File: config.mk
export PLATFORM = sky130hd
export DESIGN_NAME = morse_encoder
export DESIGN_NICKNAME = d
export VERILOG_FILES = /design/src/rtl/morse_pkg.sv /design/src/rtl/morse_unit_timer.sv /design/src/rtl/morse_encoder.sv
export SDC_FILE = /design/constraint.sdc
export NUM_CORES = 1
export LEC_CHECK = 0
export ABC_AREA = 0
export CORE_MARGIN = 3
export CORE_UTILIZATION = 58
export CTS_CLUSTER_DIAMETER = 150
export DETAILED_ROUTE_END_ITERATION = 12
export PLACE_DENSITY = 0.87
export RECOVER_POWER = 25
export SETUP_SLACK_MARGIN = 0.5
export SYNTH_ARGS = -nofsm -noshare
export SYNTH_HDL_FRONTEND = slang
export SYNTH_HIERARCHICAL = 1
export SYNTH_SLANG_ARGS = --single-unit
File: constraint.sdc
create_clock -name clk_100Mhz -period 3.78 [get_ports clk_100Mhz]
set_input_delay 0.756 -clock clk_100Mhz [delete_from_list [all_inputs] [get_ports clk_100Mhz]]
set_output_delay 0.756 -clock clk_100Mhz [all_outputs]
set_load 0.05 [all_outputs]
File: src/rtl/morse_pkg.sv
// Shared Morse definitions: FSM states, timing units and the
// character lookup table used by the encoder and the decoder.
package morse_pkg;

    typedef enum logic [2:0] {
        IDLE,
        MARK,
        SYM_GAP,
        CHAR_GAP,
        WORD_GAP
    } state_t;

    localparam logic [2:0] DOT_U      = 3'd1;
    localparam logic [2:0] DASH_U     = 3'd3;
    localparam logic [2:0] SYM_GAP_U  = 3'd1;
    localparam logic [2:0] CHAR_GAP_U = 3'd3;
    localparam logic [2:0] SPACE_U    = 3'd4;
    localparam logic [4:0] CODE_SPACE = 5'd26;
    localparam logic [2:0] IDX_SPACE  = 3'b101;

    // Returns {valid, index[2:0], data[5:0]}; data is MSB-first from
    // bit index down to bit 0, 1 = dash. Space is valid with no symbols.
    function automatic logic [9:0] morse_lut(input logic [4:0] code);
        logic [9:0] r;
        case (code)
            5'd0:    r = {1'b1, 3'd1, 6'b000001}; // A .-
            5'd1:    r = {1'b1, 3'd3, 6'b001000}; // B -...
            5'd2:    r = {1'b1, 3'd3, 6'b001010}; // C -.-.
            5'd3:    r = {1'b1, 3'd2, 6'b000100}; // D -..
            5'd4:    r = {1'b1, 3'd0, 6'b000000}; // E .
            5'd5:    r = {1'b1, 3'd3, 6'b000010}; // F ..-.
            5'd6:    r = {1'b1, 3'd2, 6'b000110}; // G --.
            5'd7:    r = {1'b1, 3'd3, 6'b000000}; // H ....
            5'd8:    r = {1'b1, 3'd1, 6'b000000}; // I ..
            5'd9:    r = {1'b1, 3'd3, 6'b000111}; // J .---
            5'd10:   r = {1'b1, 3'd2, 6'b000101}; // K -.-
            5'd11:   r = {1'b1, 3'd3, 6'b000100}; // L .-..
            5'd12:   r = {1'b1, 3'd1, 6'b000011}; // M --
            5'd13:   r = {1'b1, 3'd1, 6'b000010}; // N -.
            5'd14:   r = {1'b1, 3'd2, 6'b000111}; // O ---
            5'd15:   r = {1'b1, 3'd3, 6'b000110}; // P .--.
            5'd16:   r = {1'b1, 3'd3, 6'b001101}; // Q --.-
            5'd17:   r = {1'b1, 3'd2, 6'b000010}; // R .-.
            5'd18:   r = {1'b1, 3'd2, 6'b000000}; // S ...
            5'd19:   r = {1'b1, 3'd0, 6'b000001}; // T -
            5'd20:   r = {1'b1, 3'd2, 6'b000001}; // U ..-
            5'd21:   r = {1'b1, 3'd3, 6'b000001}; // V ...-
            5'd22:   r = {1'b1, 3'd2, 6'b000011}; // W .--
            5'd23:   r = {1'b1, 3'd3, 6'b001001}; // X -..-
            5'd24:   r = {1'b1, 3'd3, 6'b001011}; // Y -.--
            5'd25:   r = {1'b1, 3'd3, 6'b001100}; // Z --..
            5'd26:   r = {1'b1, IDX_SPACE, 6'b000000};
            default: r = 10'd0;
        endcase
        return r;
    endfunction

endpackage

File: src/rtl/morse_unit_timer.sv
// Morse time-unit timer: counts 0..UNIT_CYCLES-1 and ticks on wrap.
// Ports: clk_100Mhz, reset (sync, high), clear (restart at 0), tick.
module morse_unit_timer #(
    parameter int UNIT_CYCLES = 10_000_000
) (
    input  logic clk_100Mhz,
    input  logic reset,
    input  logic clear,
    output logic tick
);

    localparam int W = $clog2(UNIT_CYCLES);
    localparam logic [W-1:0] LAST = W'(UNIT_CYCLES - 1);

    logic [W-1:0] cnt;

    assign tick = (cnt == LAST);

    always_ff @(posedge clk_100Mhz) begin
        if (reset || clear) begin
            cnt <= '0;
        end else if (tick) begin
            cnt <= '0;
        end else begin
            cnt <= cnt + 1'b1;
        end
    end

endmodule

File: src/rtl/morse_encoder.sv
// Character-to-Morse keyer: one A-Z/space code per handshake, keys
// key_out with Morse timing and reports {tx_index, tx_data}.
// Ports: clk_100Mhz, reset (sync, high), char_valid/char_code in,
// char_ready, key_out, busy, err, tx_valid, tx_index, tx_data out.
module morse_encoder
    import morse_pkg::*;
#(
    parameter int UNIT_CYCLES = 10_000_000
) (
    input  logic       clk_100Mhz,
    input  logic       reset,
    input  logic       char_valid,
    input  logic [4:0] char_code,
    output logic       char_ready,
    output logic       key_out,
    output logic       busy,
    output logic       err,
    output logic       tx_valid,
    output logic [2:0] tx_index,
    output logic [5:0] tx_data
);

    state_t     state, state_n;
    logic [2:0] unit_cnt;
    logic [2:0] sym_cnt;
    logic [5:0] shreg;
    logic [2:0] dur;
    logic       tick;
    logic       clear;
    logic       done;
    logic       accept;
    logic [9:0] lut;
    logic       lut_valid;

    assign lut       = morse_lut(char_code);
    assign lut_valid = lut[9];
    assign accept    = char_valid && (state == IDLE);

    assign char_ready = (state == IDLE);
    assign busy       = (state != IDLE);
    assign key_out    = (state == MARK);

    // Restart the unit timer on every state entry so that durations
    // are counted from the entry edge, not a free-running phase.
    assign clear = (state_n != state) || (state == IDLE);

    morse_unit_timer #(
        .UNIT_CYCLES(UNIT_CYCLES)
    ) u_timer (
        .clk_100Mhz(clk_100Mhz),
        .reset     (reset),
        .clear     (clear),
        .tick      (tick)
    );

    // The current symbol always sits in shreg[5].
    always_comb begin
        dur = DOT_U;
        unique case (state)
            MARK:     dur = shreg[5] ? DASH_U : DOT_U;
            SYM_GAP:  dur = SYM_GAP_U;
            CHAR_GAP: dur = CHAR_GAP_U;
            WORD_GAP: dur = SPACE_U;
            default:  dur = DOT_U;
        endcase
    end

    assign done = tick && (unit_cnt == dur - 3'd1);

    always_comb begin
        state_n = state;
        unique case (state)
            IDLE: begin
                if (accept) begin
                    if (char_code == CODE_SPACE) begin
                        state_n = WORD_GAP;
                    end else if (lut_valid) begin
                        state_n = MARK;
                    end
                end
            end
            MARK: begin
                if (done) begin
                    state_n = (sym_cnt == 3'd0) ? CHAR_GAP : SYM_GAP;
                end
            end
            SYM_GAP: begin
                if (done) state_n = MARK;
            end
            CHAR_GAP, WORD_GAP: begin
                if (done) state_n = IDLE;
            end
            default: state_n = IDLE;
        endcase
    end

    always_ff @(posedge clk_100Mhz) begin
        if (reset) begin
            state    <= IDLE;
            unit_cnt <= 3'd0;
            sym_cnt  <= 3'd0;
            shreg    <= 6'd0;
            err      <= 1'b0;
            tx_valid <= 1'b0;
            tx_index <= 3'd0;
            tx_data  <= 6'd0;
        end else begin
            state    <= state_n;
            err      <= accept && !lut_valid;
            tx_valid <= done &&
                        ((state == CHAR_GAP) || (state == WORD_GAP));

            if (clear) begin
                unit_cnt <= 3'd0;
            end else if (tick) begin
                unit_cnt <= unit_cnt + 3'd1;
            end

            if (accept && lut_valid) begin
                tx_index <= lut[8:6];
                tx_data  <= lut[5:0];
                // Left-align so the first symbol lands in bit 5.
                shreg    <= lut[5:0] << (3'd5 - lut[8:6]);
                sym_cnt  <= lut[8:6];
            end else if ((state == SYM_GAP) && done) begin
                shreg    <= shreg << 1;
                sym_cnt  <= sym_cnt - 3'd1;
            end
        end
    end

endmodule
Word-level counts from Yosys, hierarchy flattened
Memory sizes are Yosys's and may differ from the RTL's.
Index checks and enable logic that the tools add are counted.
- register bits: 50
- memory bits (read-only): 256
- output and inout bits: 14
- word-level logic and storage cells: 55
- memories kept: 1
- memories (name ; depth ; width ; rd ports ; clocked after memory_dff ; write ports ; RTL line ; source):
    (name not given) ; 32 ; 8 ; 1 ; 0 ; 0 ; morse_pkg.sv:25 ; case (code)
- add/sub/neg operators: 5
- equal/unequal tests: 8
- shifts and indexed selects: 1
- muxes and demuxes: 14
- reduce and logical (&&, ||, !) cells: 17
- operators with widths (operator ; number):
    $add 24x1->24 const B ; 1
    $eq 24x24->1 const B ; 1
    $mux 3 ; 8
    $mux 6 ; 2
    $pmux 3 s4 ; 1
    $pmux 3 s3 ; 1
    $eq 3x2->1 const B ; 2
    $logic_and 1x1->1 ; 6
    $logic_not 3->1 ; 2
    $reduce_or 2->1 ; 3
    $shl 6x3->6 ; 1
    $sub 3x1->3 const B ; 2
    $eq 5x5->1 const B ; 1
    $add 3x1->3 const B ; 1
    $eq 3x1->1 const B ; 1
    $eq 3x3->1 ; 1
    $eq 3x3->1 const B ; 1
    $logic_or 1x1->1 ; 3
    $ne 3x3->1 ; 1
    $reduce_bool 3->1 ; 1
    $sub 3x3->3 const A ; 1
    $mux 2 ; 1
    $reduce_bool 2->1 ; 1
    $logic_not 1->1 ; 1
    $mux 1 ; 1

Longest topological paths before layout
Gate-level depths: netlist of the first run.
- word-level depth: 11
- gate-level depth with buffers: 13
- mapped depth without buffers: 11

Modules after synthesis
The synthesis of the first run kept the hierarchy.
- by module, submodules not included (module ; instances ; cells an instance ; area an instance (um2) ; sequential area each (um2)):
    morse_encoder ; 1 ; 205 ; 1699.1 ; 480.5
    morse_unit_timer ; 1 ; 133 ; 1139.8 ; 480.5

Worst setup path before layout of the first run
Ideal clock, no wire load.
- path kind: reg-to-reg
- start point: register u_timer.cnt[14]
- end point: register shreg[5]
- data arrival time: 2.734 ns
- path slack: 0.915 ns
- stages on the path, launching flop included: 10
- buffers on the path: 1
- path through: dfxtp_1 or4_1 or4_2 nor2_1 nand4b_2 nor4b_4 buf_4 a21oi_1 a32oi_1 o41ai_2
- longest elaborated chain between the ends: 4
- RTL lines (item ; RTL line ; source):
    start: declaration ; morse_unit_timer.sv:15 ; logic [W-1:0] cnt;
    start signal: assignment ; morse_unit_timer.sv:25 ; cnt <= cnt + 1'b1;
    $eq 24x24->1 ; morse_unit_timer.sv:17 ; assign tick = (cnt == LAST);
    net tick ; morse_encoder.sv:28 ; logic tick;
    $logic_and 1x1->1 ; morse_encoder.sv:68 ; assign done = tick && (unit_cnt == dur - 3'd1);
    $logic_and 1x1->1 ; morse_encoder.sv:125 ; end else if ((state == SYM_GAP) && done) begin
    $reduce_bool 2->1 (no line) ; -- ;
    end signal: assignment ; morse_encoder.sv:123 ; shreg <= lut[5:0] << (3'd5 - lut[8:6]);
    end signal: assignment ; morse_encoder.sv:126 ; shreg <= shreg << 1;
    end: declaration ; morse_encoder.sv:26 ; logic [5:0] shreg;
The timed path passes the listed nets, and every way through them passes these cells.
A chain may end at the register's enable or synchronous reset.

Final worst setup path of the first run
- start point: register u_timer.cnt[0]
- end point: register u_timer.cnt[9]
- longest elaborated chain between the ends: 8
- elaborated cells between the ends (all ways): 11
- those cells by class: add/sub (1); eq/ne (2); mux (4); reduce/logical (4)
- RTL lines (item ; RTL line ; source):
    $eq 24x24->1 (*) ; morse_unit_timer.sv:17 ;
    net tick ; morse_encoder.sv:28 ;
    $logic_and 1x1->1 (*) ; morse_encoder.sv:68 ;
    $mux 3, on equally long branches ; morse_encoder.sv:91, morse_encoder.sv:83, morse_encoder.sv:88 ;
    $pmux 3 s4 (*) ; morse_encoder.sv:72 ; unique case (state)
    $ne 3x3->1 (*) ; morse_encoder.sv:45 ; assign clear = (state_n != state) || (state == IDLE);
    $logic_or 1x1->1 (*) ; morse_encoder.sv:45 ;
    net clear ; morse_encoder.sv:29 ; logic clear;
    $logic_or 1x1->1 (*) ; morse_unit_timer.sv:20 ; if (reset || clear) begin
    $reduce_or 2->1 (no line) (*) ; -- ;
Mark *: on every way through the listed nets, which the timed path passes. The rest lies on a longest branch.

==> results.txt, run 1 <==
----------------------------------------------------
[Status]
  Outcome ... complete, no violations

[Die]
  Core Region ... 4534 sq um
  Overall die width ... 75.96 um
  Die Area ... 5770 sq um
  Die span in y ... 75.96 um
  Placement Rows ... 24
  Io pins ... 22
  Starting Density ... 62.61%

[Power and ir drop]
  Seq pwr share ... 47.5%
  Worst IR Drop VDD ... 0.2257 mV
  Net switching power ... 328.5 uW
  Cell internal pwr ... 794.9 uW
  Fraction of power spent switching nets ... 29.24%
  Static leakage ... 0.001044 uW
  Power share of the combinational group ... 18.9%
  Total power density per cell area ... 362.3 nW/um^2
  Clock Power Share ... 33.6%

[Yosys]
  Average instance area after synthesis ... 8.399 sq um
  Post-synthesis sequential area ratio ... 33.85%
  Ys async rst share ... 0%
  Cell types with the largest area share after synthesis ... sky130_fd_sc_hd__dfxtp_1 34%, sky130_fd_sc_hd__nand2_1 4.9%, sky130_fd_sc_hd__ha_1 4.0%, sky130_fd_sc_hd__a21oi_1 3.9%, sky130_fd_sc_hd__nor2_1 3.7%
  Share of Yosys cell area claimed by the top area cell type ... 33.85%
  Yosys Warn Count ... 6
  Number of unique standard cell types used by synthesis ... 68
  Post-Syn Instances ... 338
  Flip-flop cell with the highest count after synthesis ... sky130_fd_sc_hd__dfxtp_1
  Register bit total from synthesis ... 48
  Number of flops mapped to enable cells by yosys ... 0
  Netlist Area Pre-Place ... 2839 sq um
  Post-synthesis cell type with the largest combined area ... sky130_fd_sc_hd__dfxtp_1

[Clocking]
  Count of H-tree levels built during CTS ... 2
  TritonCTS Buffers ... 5
  Number of buffers inserted for hold repair after clock tree synthesis ... 0
  Clock latency reported for the late side of the worst-skew pair ... 0.30 ns
  TritonCTS sink count ... 48
  Clock transition time at the flip-flop clock pins of the worst setup and hold paths ... 0.09 ns
  CTS root buf ... sky130_fd_sc_hd__clkbuf_8
  CTS max path bufs ... 2
  PostCTS Resize Cnt ... 0
  TritonCTS clock tree ... built
  Setup bufs post-CTS ... 0

[Timing]
  Total count of hold-check failures in the final report ... 0
  Worst Max-Slew Pin Slew ... 0.7392 ns
  Fin Hold WS ... 0.4542 ns
  Ratio of final minimum period to clock period ... 85.54%
  Unrepaired setup endpoints after global routing ... false
  Time the final worst path needs with I/O delays and setup ... 3.234 ns
  Number of slew-limit violations in the final report ... 0
  Clk_skew ... 0.007088 ns
  Maximum clock frequency ... 0.3093 GHz
  Total negative slack for setup checks ... 0 ns
  Slew headroom ... 50.56%
  Number of failing setup endpoints in the final timing report ... 0
  Worst Setup Slack, final ... 0.5464 ns

[Detailed routing]
  Antenna-violating nets left ... 0
  WL per Instance ... 13.44 um
  Total iterations of the first detailed-routing run ... 4
  Post-Route WL ... 5525 um
  Iter 0 DRT Violations ... 151
  Number of DRC violations after detailed routing ... 0
  Overall via count from detail_route ... 2386
  Post-detailed-route via-to-cell ratio ... 5.805

[Placement]
  Placed wire-length estimate after detailed placement ... 4013 um
  Number of placed cells counting well taps ... 403
  Placed cell areas ... 2987 sq um
  Worst-case setup slack after placement ... 0.6275 ns
  RePlAce Congestion ... 0.9364
  Number of buffers added on ports ... 19

[Final layout]
  Relative area change from synthesis to final layout ... 9.211%
  Most common cell after layout, fill and taps aside ... sky130_fd_sc_hd__dfxtp_1
  Number of cells in the finished layout apart from fillers ... 411
  Inserted Diodes ... 0
  Total number of nets in the final design ... 362
  Post-route design area ... 3100 sq um
  Fillers ... 351
  Share of cells above drive strength 1 ... 10.69%
  Leading cell types in the layout, fill and taps excluded ... 48 x sky130_fd_sc_hd__dfxtp_1, 37 x sky130_fd_sc_hd__nand2_1, 28 x sky130_fd_sc_hd__nor2_1

[Global routing]
  Via count of the first global-routing pass ... 2095
  Number of antenna violations at the first check in global routing ... 0
  Wire length of the first global-routing pass ... 9232 um
  GRT Total Usage ... 18.86%
  Total congestion overflow after global routing ... 0
  Pin count of the biggest net entering global routing ... 23

[Worst setup path]
  Worst Path Arrival ... 3.40 ns
  Maximum fanout encountered on the critical timing path ... 22
  Category of the most critical setup path ... flip-flop to flip-flop
  Data required time at the worst endpoint ... 3.95 ns
  Reg2reg path depth ... 9
  Element type at the critical path end ... flip-flop
  Kind of launch point of the worst setup path ... flip-flop

[Worst hold path]
  Worst hold stages ... 1
  Hold Crit Class ... flip-flop to flip-flop

[Job]
  Max cap viols ... 0

----------------------------------------------------
power groups by stage:
stage,combinational [uW],sequential [uW],clock [uW]
floorplan,150,562,0
global placement,209,546,0
detailed placement,214,545,0
CTS,215,534,384
global route,229,536,406
finish,212,534,377
metrics by stage:
step / utilization [%] / power, uW
2_1_floorplan: - / 712.1
3_3_place_gp: 65.87 / 754.6
3_5_place_dp: 65.87 / 759.1
4_1_cts: 68.43 / 1133
5_1_grt: 68.38 / 1172
6_report: 68.38 / 1123
cell type report:
cell class | instances | area (sq um) | area share (%)
Timing Repair Buffer | 21 | 205.2 | 6.618
Sequential cell | 48 | 960.9 | 30.99
Multi-Input combinational cell | 253 | 1677 | 54.08
Clock buffer | 5 | 68.82 | 2.220
Inverter | 16 | 60.06 | 1.937
Clock inverter | 3 | 47.55 | 1.533
Tap cell | 65 | 81.33 | 2.623
metal layers:
metal / up-vias / global-route usage, % / part of all wire [%]
li1: 1216 / - / -
met1: 1100 / 25.18 / 48
met2: 65 / 30.23 / 46
met3: 5 / 4.384 / 5.0
met4: 0 / 5.978 / 0.87
met5: - / 0 / 0
cells by family (layout without fill, tap and decap cells):
logic type,count (synthesis),count (layout),synth area share [%]
other,1,2,0.1321
buffers and inverters,38,45,7.139
DFF,48,48,33.85
and+or+nand+nor,146,146,28.51
adders and majority gates,9,9,3.967
muxes,9,9,3.658
xor gates and xnor gates,17,17,5.509
AOI/OAI and AO/OA,70,70,17.23
Yosys cell counts, types with 3 or more instances:
master                     number
sky130_fd_sc_hd__a211oi_1       4
sky130_fd_sc_hd__a21oi_1       22
sky130_fd_sc_hd__a31oi_1        4
sky130_fd_sc_hd__and3_1         3
sky130_fd_sc_hd__buf_2          6
sky130_fd_sc_hd__buf_4          6
sky130_fd_sc_hd__buf_6          4
sky130_fd_sc_hd__clkbuf_1       6
sky130_fd_sc_hd__dfxtp_1       48
sky130_fd_sc_hd__ha_1           9
sky130_fd_sc_hd__inv_1         15
sky130_fd_sc_hd__mux2i_1        7
sky130_fd_sc_hd__nand2_1       37
sky130_fd_sc_hd__nand2b_1       7
sky130_fd_sc_hd__nand3_1       13
sky130_fd_sc_hd__nand3b_1       3
sky130_fd_sc_hd__nand4_1        4
sky130_fd_sc_hd__nor2_1        28
sky130_fd_sc_hd__nor2b_1        3
sky130_fd_sc_hd__nor3_1        11
sky130_fd_sc_hd__nor4_1         4
sky130_fd_sc_hd__o21ai_0       14
sky130_fd_sc_hd__o31ai_1        4
sky130_fd_sc_hd__or3_1          6
sky130_fd_sc_hd__or4_1          5
sky130_fd_sc_hd__xnor2_1       12
sky130_fd_sc_hd__xor2_1         4
path summary, 6_finish.rpt:
kind / start / endpoint / slack [ns]
worst max register to register: u_timer/cnt[0]$_SDFF_PP0_ / u_timer/cnt[9]$_SDFF_PP0_ / 0.55
worst max-delay path: u_timer/cnt[0]$_SDFF_PP0_ / u_timer/cnt[9]$_SDFF_PP0_ / 0.55
worst min register to register: u_timer/cnt[0]$_SDFF_PP0_ / u_timer/cnt[0]$_SDFF_PP0_ / 0.45
worst min-delay path: u_timer/cnt[0]$_SDFF_PP0_ / u_timer/cnt[0]$_SDFF_PP0_ / 0.45
registers in the layout (all words and copies together) (netlist names):
| name | cells |
|---|---|
| err | 1 |
| shreg | 6 |
| state | 3 |
| sym_cnt | 3 |
| tx_data | 4 |
| tx_index | 3 |
| tx_valid | 1 |
| u_timer/cnt | 24 |
| unit_cnt | 3 |
worst max-delay path: stages (launching register included):
cell and delay [ns]:
sky130_fd_sc_hd__dfxtp_1 0.36, sky130_fd_sc_hd__ha_1 0.21, sky130_fd_sc_hd__nand2_1 0.19, sky130_fd_sc_hd__or4_2 0.78, sky130_fd_sc_hd__nor2_1 0.37, sky130_fd_sc_hd__nand3_1 0.27, sky130_fd_sc_hd__nand3_1 0.35, sky130_fd_sc_hd__nor2_1 0.16
sky130_fd_sc_hd__o21ai_4 0.28, sky130_fd_sc_hd__nor2_1 0.12
(Power assumes the default switching activity.)
==> run 2: changes to the inputs <==
Settings changed: SLEW_MARGIN set to 25.
==> results of run 2 <==
No change in the layout: final DEF, timing and power equal those of run 1.
